[src/rtl/systolic_tile_feeder.sv]
// ---------------------------------------------------------------------------
// systolic_tile_feeder
//
// Purpose:
//   Feeds the systolic array wrapper's a/b/last inputs. One tile of up to
//   MAX_K operand beats is collected from an upstream valid/ready stream
//   into a local buffer. The tile is then replayed to the array as one
//   gap-free burst, with last_o marking the final beat. After the burst the
//   feeder stays idle for DRAIN cycles so the array can flush its pipeline.
//   Only then does it accept the next tile.
//
// Ports:
//   clk_i        clock; all logic updates on the rising edge
//   rst_ni       asynchronous active-low reset
//   in_valid_i   upstream beat valid
//   in_ready_o   feeder can accept a beat (LOAD state, out of reset)
//   in_a_i       a lanes of the incoming beat (lane i at [i*DATA_W +: DATA_W])
//   in_b_i       b lanes of the incoming beat
//   in_last_i    final beat of the incoming tile
//   a_o, b_o     operands to the array; zero outside the burst
//   last_o       high on the final streamed beat only
//   busy_o       high while streaming or draining
//   tile_done_o  one-cycle pulse when the drain window expires
//   overflow_o   one-cycle pulse when a tile was cut off at MAX_K beats
// ---------------------------------------------------------------------------
module systolic_tile_feeder #(
    parameter int N      = 4,
    parameter int DATA_W = 16,
    parameter int MAX_K  = 16,
    parameter int DRAIN  = 2*N+2
) (
    input  logic                clk_i,
    input  logic                rst_ni,
    input  logic                in_valid_i,
    output logic                in_ready_o,
    input  logic [N*DATA_W-1:0] in_a_i,
    input  logic [N*DATA_W-1:0] in_b_i,
    input  logic                in_last_i,
    output logic [N*DATA_W-1:0] a_o,
    output logic [N*DATA_W-1:0] b_o,
    output logic                last_o,
    output logic                busy_o,
    output logic                tile_done_o,
    output logic                overflow_o
);

    localparam int PTR_W = $clog2(MAX_K);
    localparam int CNT_W = $clog2(DRAIN+1);
    localparam logic [PTR_W-1:0] LAST_PTR  = PTR_W'(MAX_K-1);
    localparam logic [CNT_W-1:0] DRAIN_CNT = CNT_W'(DRAIN);

    typedef enum logic [1:0] {
        ST_LOAD,
        ST_STREAM,
        ST_DRAIN
    } state_e;

    state_e             state_q, state_d;
    logic [PTR_W-1:0]   wrPtr_q, wrPtr_d;
    logic [PTR_W-1:0]   rdPtr_q, rdPtr_d;
    logic [PTR_W-1:0]   kLast_q, kLast_d;
    logic [CNT_W-1:0]   drainCnt_q, drainCnt_d;
    logic               tileDone_q, tileDone_d;
    logic               overflow_q, overflow_d;
    logic               beatAccept;

    logic [N*DATA_W-1:0] bufA_q [MAX_K];
    logic [N*DATA_W-1:0] bufB_q [MAX_K];

    // Control registers. kLast holds K-1 so the final-beat compare uses the
    // same width as the read pointer.
    always_ff @(posedge clk_i or negedge rst_ni) begin
        if (!rst_ni) begin
            state_q    <= ST_LOAD;
            wrPtr_q    <= '0;
            rdPtr_q    <= '0;
            kLast_q    <= '0;
            drainCnt_q <= '0;
            tileDone_q <= 1'b0;
            overflow_q <= 1'b0;
        end else begin
            state_q    <= state_d;
            wrPtr_q    <= wrPtr_d;
            rdPtr_q    <= rdPtr_d;
            kLast_q    <= kLast_d;
            drainCnt_q <= drainCnt_d;
            tileDone_q <= tileDone_d;
            overflow_q <= overflow_d;
        end
    end

    // Tile buffer. It has no reset because its contents are only read after
    // they have been written within the same tile.
    always_ff @(posedge clk_i) begin
        if (beatAccept) begin
            bufA_q[wrPtr_q] <= in_a_i;
            bufB_q[wrPtr_q] <= in_b_i;
        end
    end

    // Next-state logic. A tile closes either on in_last_i or when the buffer
    // is full. In the full-buffer case the tile is truncated and flagged.
    always_comb begin
        state_d    = state_q;
        wrPtr_d    = wrPtr_q;
        rdPtr_d    = rdPtr_q;
        kLast_d    = kLast_q;
        drainCnt_d = drainCnt_q;
        tileDone_d = 1'b0;
        overflow_d = 1'b0;
        beatAccept = 1'b0;

        case (state_q)
            ST_LOAD: begin
                if (in_valid_i) begin
                    beatAccept = 1'b1;
                    wrPtr_d    = wrPtr_q + PTR_W'(1);
                    if (in_last_i || (wrPtr_q == LAST_PTR)) begin
                        kLast_d    = wrPtr_q;
                        rdPtr_d    = '0;
                        overflow_d = !in_last_i;
                        state_d    = ST_STREAM;
                    end
                end
            end
            ST_STREAM: begin
                rdPtr_d = rdPtr_q + PTR_W'(1);
                if (rdPtr_q == kLast_q) begin
                    drainCnt_d = DRAIN_CNT;
                    state_d    = ST_DRAIN;
                end
            end
            ST_DRAIN: begin
                drainCnt_d = drainCnt_q - CNT_W'(1);
                if (drainCnt_q == CNT_W'(1)) begin
                    tileDone_d = 1'b1;
                    wrPtr_d    = '0;
                    rdPtr_d    = '0;
                    drainCnt_d = '0;
                    state_d    = ST_LOAD;
                end
            end
            default: begin
                state_d = ST_LOAD;
            end
        endcase
    end

    // The outputs decode only the state register, so an asserted reset
    // zeroes them in the same cycle. in_ready_o is also gated by rst_ni so
    // that it stays low while reset is held.
    assign in_ready_o  = (state_q == ST_LOAD) && rst_ni;
    assign busy_o      = (state_q == ST_STREAM) || (state_q == ST_DRAIN);
    assign a_o         = (state_q == ST_STREAM) ? bufA_q[rdPtr_q] : '0;
    assign b_o         = (state_q == ST_STREAM) ? bufB_q[rdPtr_q] : '0;
    assign last_o      = (state_q == ST_STREAM) && (rdPtr_q == kLast_q);
    assign tile_done_o = tileDone_q;
    assign overflow_o  = overflow_q;

endmodule

[config.mk]
export PLATFORM = sky130hd
export DESIGN_NAME = systolic_tile_feeder
export DESIGN_NICKNAME = d
export VERILOG_FILES = /design/src/rtl/systolic_tile_feeder.sv
export SDC_FILE = /design/constraint.sdc
export NUM_CORES = 2
export LEC_CHECK = 0
export BUFFER_PORTS_ARGS = -buffer_cell sky130_fd_sc_hd__buf_2
export CAP_MARGIN = 25
export CORE_MARGIN = 5
export CORE_UTILIZATION = 50
export CTS_CLUSTER_DIAMETER = 120
export DETAILED_ROUTE_END_ITERATION = 12
export PLACE_DENSITY = 0.74
export SLEW_MARGIN = 20
export SYNTH_ARGS = -nofsm -noshare
export SYNTH_HDL_FRONTEND = slang
export SYNTH_SLANG_ARGS = --single-unit
[constraint.sdc]
create_clock -name clk_i -period 21.6 [get_ports clk_i]
set_input_delay 2.16 -clock clk_i [delete_from_list [all_inputs] [get_ports clk_i]]
set_output_delay 2.16 -clock clk_i [all_outputs]
set_load 0.01 [all_outputs]
==> Word level (Yosys, flattened, before mapping) <==
Memories as Yosys holds them, arrays and structs flattened.
Index checks and enable logic that the tools add are counted.
{ "totals": {"register_bits": 20, "latchBits": 0, "ramBits": 2048, "mem_bits_ro": 0, "inputBits": 132, "out_inout_bits": 133, "elab_cells": 60, "n_memories": 2} }
{ "op_classes": {"add_sub_neg": 3, "n_mul": 0, "n_div": 0, "magnitude_cmp": 0, "n_eq_ne": 9, "n_shift": 0, "muxes": 25, "n_bitwise": 0, "reduce_logical": 14} }
{ "mem_list": {"columns": ["name", "words", "word_bits", "read_ports", "rd_clocked_by_memory_dff", "wr", "line_no", "rtl"], "rows": [
  ["bufA_q", 16, 64, 1, 0, 1, "67", "logic [N*DATA_W-1:0] bufA_q [MAX_K];"],
  ["bufB_q", 16, 64, 1, 0, 1, "68", "logic [N*DATA_W-1:0] bufB_q [MAX_K];"]
]} }
{ "op_table": {"columns": ["cell", "n"], "rows": [
  ["$mux 64", 2],
  ["$mux 4", 6],
  ["$pmux 4 s2", 2],
  ["$pmux 4 s3", 1],
  ["$mux 1", 9],
  ["$add 4x1->4 const B", 2],
  ["$mux 2", 4],
  ["$ne 2x2->1 const B", 4],
  ["$reduce_and 4->1", 2],
  ["$pmux 2 s3", 1],
  ["$reduce_and 3->1", 2],
  ["$eq 4x1->1 const B", 1],
  ["$eq 4x4->1", 1],
  ["$eq 4x4->1 const B", 1],
  ["$reduce_bool 2->1", 2],
  ["$sub 4x1->4 const B", 1],
  ["$reduce_bool 3->1", 1],
  ["$eq 2x1->1 const B", 1],
  ["$eq 2x2->1 const B", 1],
  ["$logic_and 1x1->1", 2],
  ["$logic_not 2->1", 1],
  ["$logic_or 1x1->1", 2],
  ["$reduce_and 2->1", 1],
  ["$logic_not 1->1", 1]
]} }

==> Logic depth before layout (Yosys ltp) <==
{ "depth": {"word_depth": 5, "mapped_depth": 9, "mapped_depth_nobuf": 6} }

==> Worst setup path before layout <==
No wires, ideal clock.
{ "synth_path": {"path_kind": "in2reg", "startpoint": "input in_valid_i", "endpoint": "memory bufA_q[1][0] (netlist name) (enable)", "setup_ns": 0.772, "arrival_ns": 11.347, "t_required_ns": 20.828, "setup_slack_ns": 9.481, "stages": 3, "path_buffers": 1, "cell_sequence": "clkbuf_1 nand2_1 nor3_1"} }
{ "synth_via": {"elab_chain_cells": 4} }
{ "synth_rtl": {"columns": ["item", "line_no", "rtl"], "rows": [
  ["from (decl)", "34", "input logic in_valid_i,"],
  ["$mux 1", "115", "if (in_valid_i) begin"],
  ["$mux 1", "113", "case (state_q)"],
  ["$mux 1", "95", "if (beatAccept) begin"],
  ["$mux 1 (not written as such)", "96", "bufA_q[wrPtr_q] <= in_a_i;"],
  ["to (decl)", "67", null]
]} }
No other way between the ends.

==> Worst setup path after layout <==
{ "layout_path": {"startpoint": "register rdPtr_q[0]", "endpoint": "output b_o[28]"} }
{ "layout_via": {"elab_chain_cells": 2} }
{ "layout_rtl": {"columns": ["item", "line_no", "rtl"], "rows": [
  ["from (decl)", "60", "logic [PTR_W-1:0] rdPtr_q, rdPtr_d;"],
  ["from (signal assigned)", "84", "rdPtr_q <= rdPtr_d;"],
  ["$mem_v2 16x64", null, null],
  ["$mux 64", "155", "assign b_o = (state_q == ST_STREAM) ? bufB_q[rdPtr_q] : '0;"],
  ["to (decl)", "40", "output logic [N*DATA_W-1:0] b_o,"]
]} }
No other way between the ends.

==> impl_metrics.tcl <==
set metrics [dict create \
    status "complete, no violations" \
    cp_slowest_cell "dfrtp_4" \
    tightest_slew_ps 1240 \
    critical-path-top-delay-family "buffers and inverters" \
    cts_max_level 4 \
    final_cell_area_um2 89900 \
    syn_avg_cell_area_um2 18.4 \
    tns_ps 0 \
    drive_gt1_share_pct 14.2 \
    hpwl_um 92400 \
    setup_viol 0 \
    die_area_um2 168000 \
    synth_flop_cell "edfxtp_1" \
    fin_worst_skew_ps 38.3 \
    clkSinkCount 2068 \
    cp_max_fo 60 \
    num-nets-final 4775 \
    gr-total-overflow 0 \
    drc 0 \
    crit_required_ps 19440 \
    synth_fp_nets 4486 \
    vias 41545 \
    worstPathArrival_ps 7210 \
    numPortBuffers 264 \
    dr.pass1.iters 6 \
    synth_area_leaders "edfxtp_1 (77%), mux2i_1 (12%), a22oi_1 (4.5%)" \
    period_share_pct 43.4 \
    slowest_delay_ps 920 \
    switching_share_pct 27.8 \
    dpl_cell_area_um2 83500 \
    synth.most_common_cell "edfxtp_1" \
    clk_latency_ps 830 \
    cts_root_buf "clkbuf_16" \
    min_period_ps 9370 \
    layout-area-overhead-vs-synth_pct 12.3 \
    ir_drop_v 0.000117 \
    fmax_mhz 107 \
    ys_top_cells_by_count "edfxtp_1 (2048), mux2i_1 (987), a22oi_1 (475)" \
    clock_path_buffers 3 \
    drv_cap 0 \
    relSlewSlack_pct 17.6 \
    cp-start-kind "flip-flop" \
    synth_cell_types 48 \
    grt_first_pass_wirelength_um 277000 \
    drtIter0Drc 4311 \
    yosys.area.top_type "edfxtp_1" \
    p_leak_uw 0.0286 \
    async_reset_ff_share_pct 0.967 \
    cts_buffers 198 \
    ctsHoldBuffers 0 \
    p_per_area_nw_per_um2 113 \
    core_area_um2 159000 \
    die_y_um 410 \
    rsz0062_at_grt "no" \
    end_kind "primary output" \
    pwr-share-seq_pct 46.9 \
    cts_resized 0 \
    dieWidth_um 410 \
    crit_buf_inv 6 \
    grt_usage_pct 22.1 \
    p_clk_share_pct 32.7 \
    wl_per_cell_um 27.3 \
    syn_area_um2 80000 \
    grt_pass1_vias 41495 \
    path_cells "buf_4, buf_4, buf_4, buf_4, buf_4, mux2i_1, a22oi_1, nand2_1, o21ai_0, buf_2" \
    vias_per_cell 6.02 \
    drv_slew 0 \
    p_int_uw 7340 \
    synth_top_cell_area_share_pct 76.9 \
    hold_viol 0 \
    cpMostUsedCell "buf_4" \
    boundaryPins 265 \
    min_path_type "reg -> reg" \
    rows 146 \
    ant_nets 0 \
    holdWs_ps 534 \
    p_total_uw 10200 \
    gp_congestion 0.744 \
    cts_tree "done" \
    path_clk_slew_ps 60 \
    post-cts-setup-buffers 0 \
    synth-edff-count 2048 \
    grt_max_degree 142 \
    ys_seq_area_share_pct 77.5 \
    antenna_found_initial 48 \
    postSynthCellCount 4343 \
    start_util_pct 50.4 \
    routed_wl_um 189000 \
    crit_type "reg -> out" \
    p_comb_share_pct 20.4 \
    p_sw_uw 2830 \
    yosys_warnings 0 \
    synth_seq_cells 2068 \
]
## kinds of logic (layout without fill, tap and decap cells)
logic type               count (synthesis)  after routing  share of synthesized area, %
buffers and inverters                  274            733                          1.77
adder cells (fa/ha/maj)                 11             11                         0.172
flip-flops                            2068           2068                          77.5
AO/OA/AOI/OAI                          655            655                          5.82
XOR/XNOR                                 4              4                        0.0438
other                                    0             22                             0
multiplexers                          1011           1011                          13.0
AND/OR/NAND/NOR                        320            320                          1.76
## power by group through the flow
stage	combinational, uW	clock [uW]	sequential (uW)
2_1_floorplan	1530	0	4880
3_3_place_gp	2030	0	4840
3_5_place_dp	2070	0	4850
4_1_cts	2070	3380	4770
5_1_grt	2220	3550	4790
6_report	2080	3330	4770
## per-layer routing
layer | wire, um | GRT usage [%] | vias up
li1 | - | - | 18142
met1 | 75200 | 29.3 | 21398
met2 | 93400 | 37.3 | 1644
met3 | 14900 | 4.82 | 331
met4 | 4840 | 6.38 | 30
met5 | 203 | 0 | -
## registers in the layout, indices dropped and copies added (netlist names)
signal       cells
tile_done_o      1
kLast_q          4
bufA_q        1024
wrPtr_q          4
bufB_q        1024
drainCnt_q       4
overflow_o       1
state_q          2
rdPtr_q          4
## cell type report
type / count / area, um2
Fill cell: 11674 / 68800
Sequential cell: 2068 / 62000
Multi-Input combinational cell: 2001 / 16700
Clock buffer: 248 / 5160
Tap cell: 2072 / 2590
Timing Repair Buffer: 350 / 2170
Clock inverter: 122 / 1120
Antenna cell: 22 / 55.1
Inverter: 13 / 48.8
## through the flow
| stage | utilization, % | setup slack, ps | cells |
|---|---|---|---|
| CTS | 56.5 | 12220 | 6871 |
| global placement | 52.5 | 13220 | 6498 |
| global route | 56.6 | 11900 | 6882 |
| finish | 56.6 | 12230 | 6896 |
| detailed placement | 52.6 | 13130 | 6501 |
| floorplan | - | 9480 | 4343 |
## worst register-to-register path: stages (launching register included)
cell	delay (ps)
dfrtp_1	400
inv_1	110
ha_1	390
nand3_1	420
nor2_4	390
buf_4	730
buf_4	910
buf_4	840
## path summary, 6_finish.rpt
| kind | start | slack, ps | end | cells after the start |
|---|---|---|---|---|
| hold reg to reg | kLast_q[3] | 530 | kLast_q[3] | 1 |
| max in group asynchronous | rst_ni | 19950 | rdPtr_q[0] | 1 |
| setup / recovery | rdPtr_q[0] | 12230 | b_o[28] | 10 |
| setup reg to reg | state_q[0] | 16970 | bufB_q[13][34] | 7 |
| hold / removal | kLast_q[3] | 530 | kLast_q[3] | 1 |
| min in group asynchronous | rst_ni | 1280 | drainCnt_q[2] | 1 |
## layout by cell type (no fill, tap or decap), drive strengths merged, types with 3 or more instances in the layout
master       n
and2         3
mux2i      987
xor2         4
clkinvlp     8
a22oi      475
buf        350
nor2        19
ha          11
a21oi        9
nand2      164
nand3      109
inv         23
nor3         9
clkbuf     248
mux4        19
mux2         5
o22ai       26
edfxtp    2048
clkinv      92
a22o         3
diode       22
dfrtp       20
a221oi      20
nor2b        3
nand2b       4
bufinv      12
o21ai      112
Power figures use the tool's default switching activity.
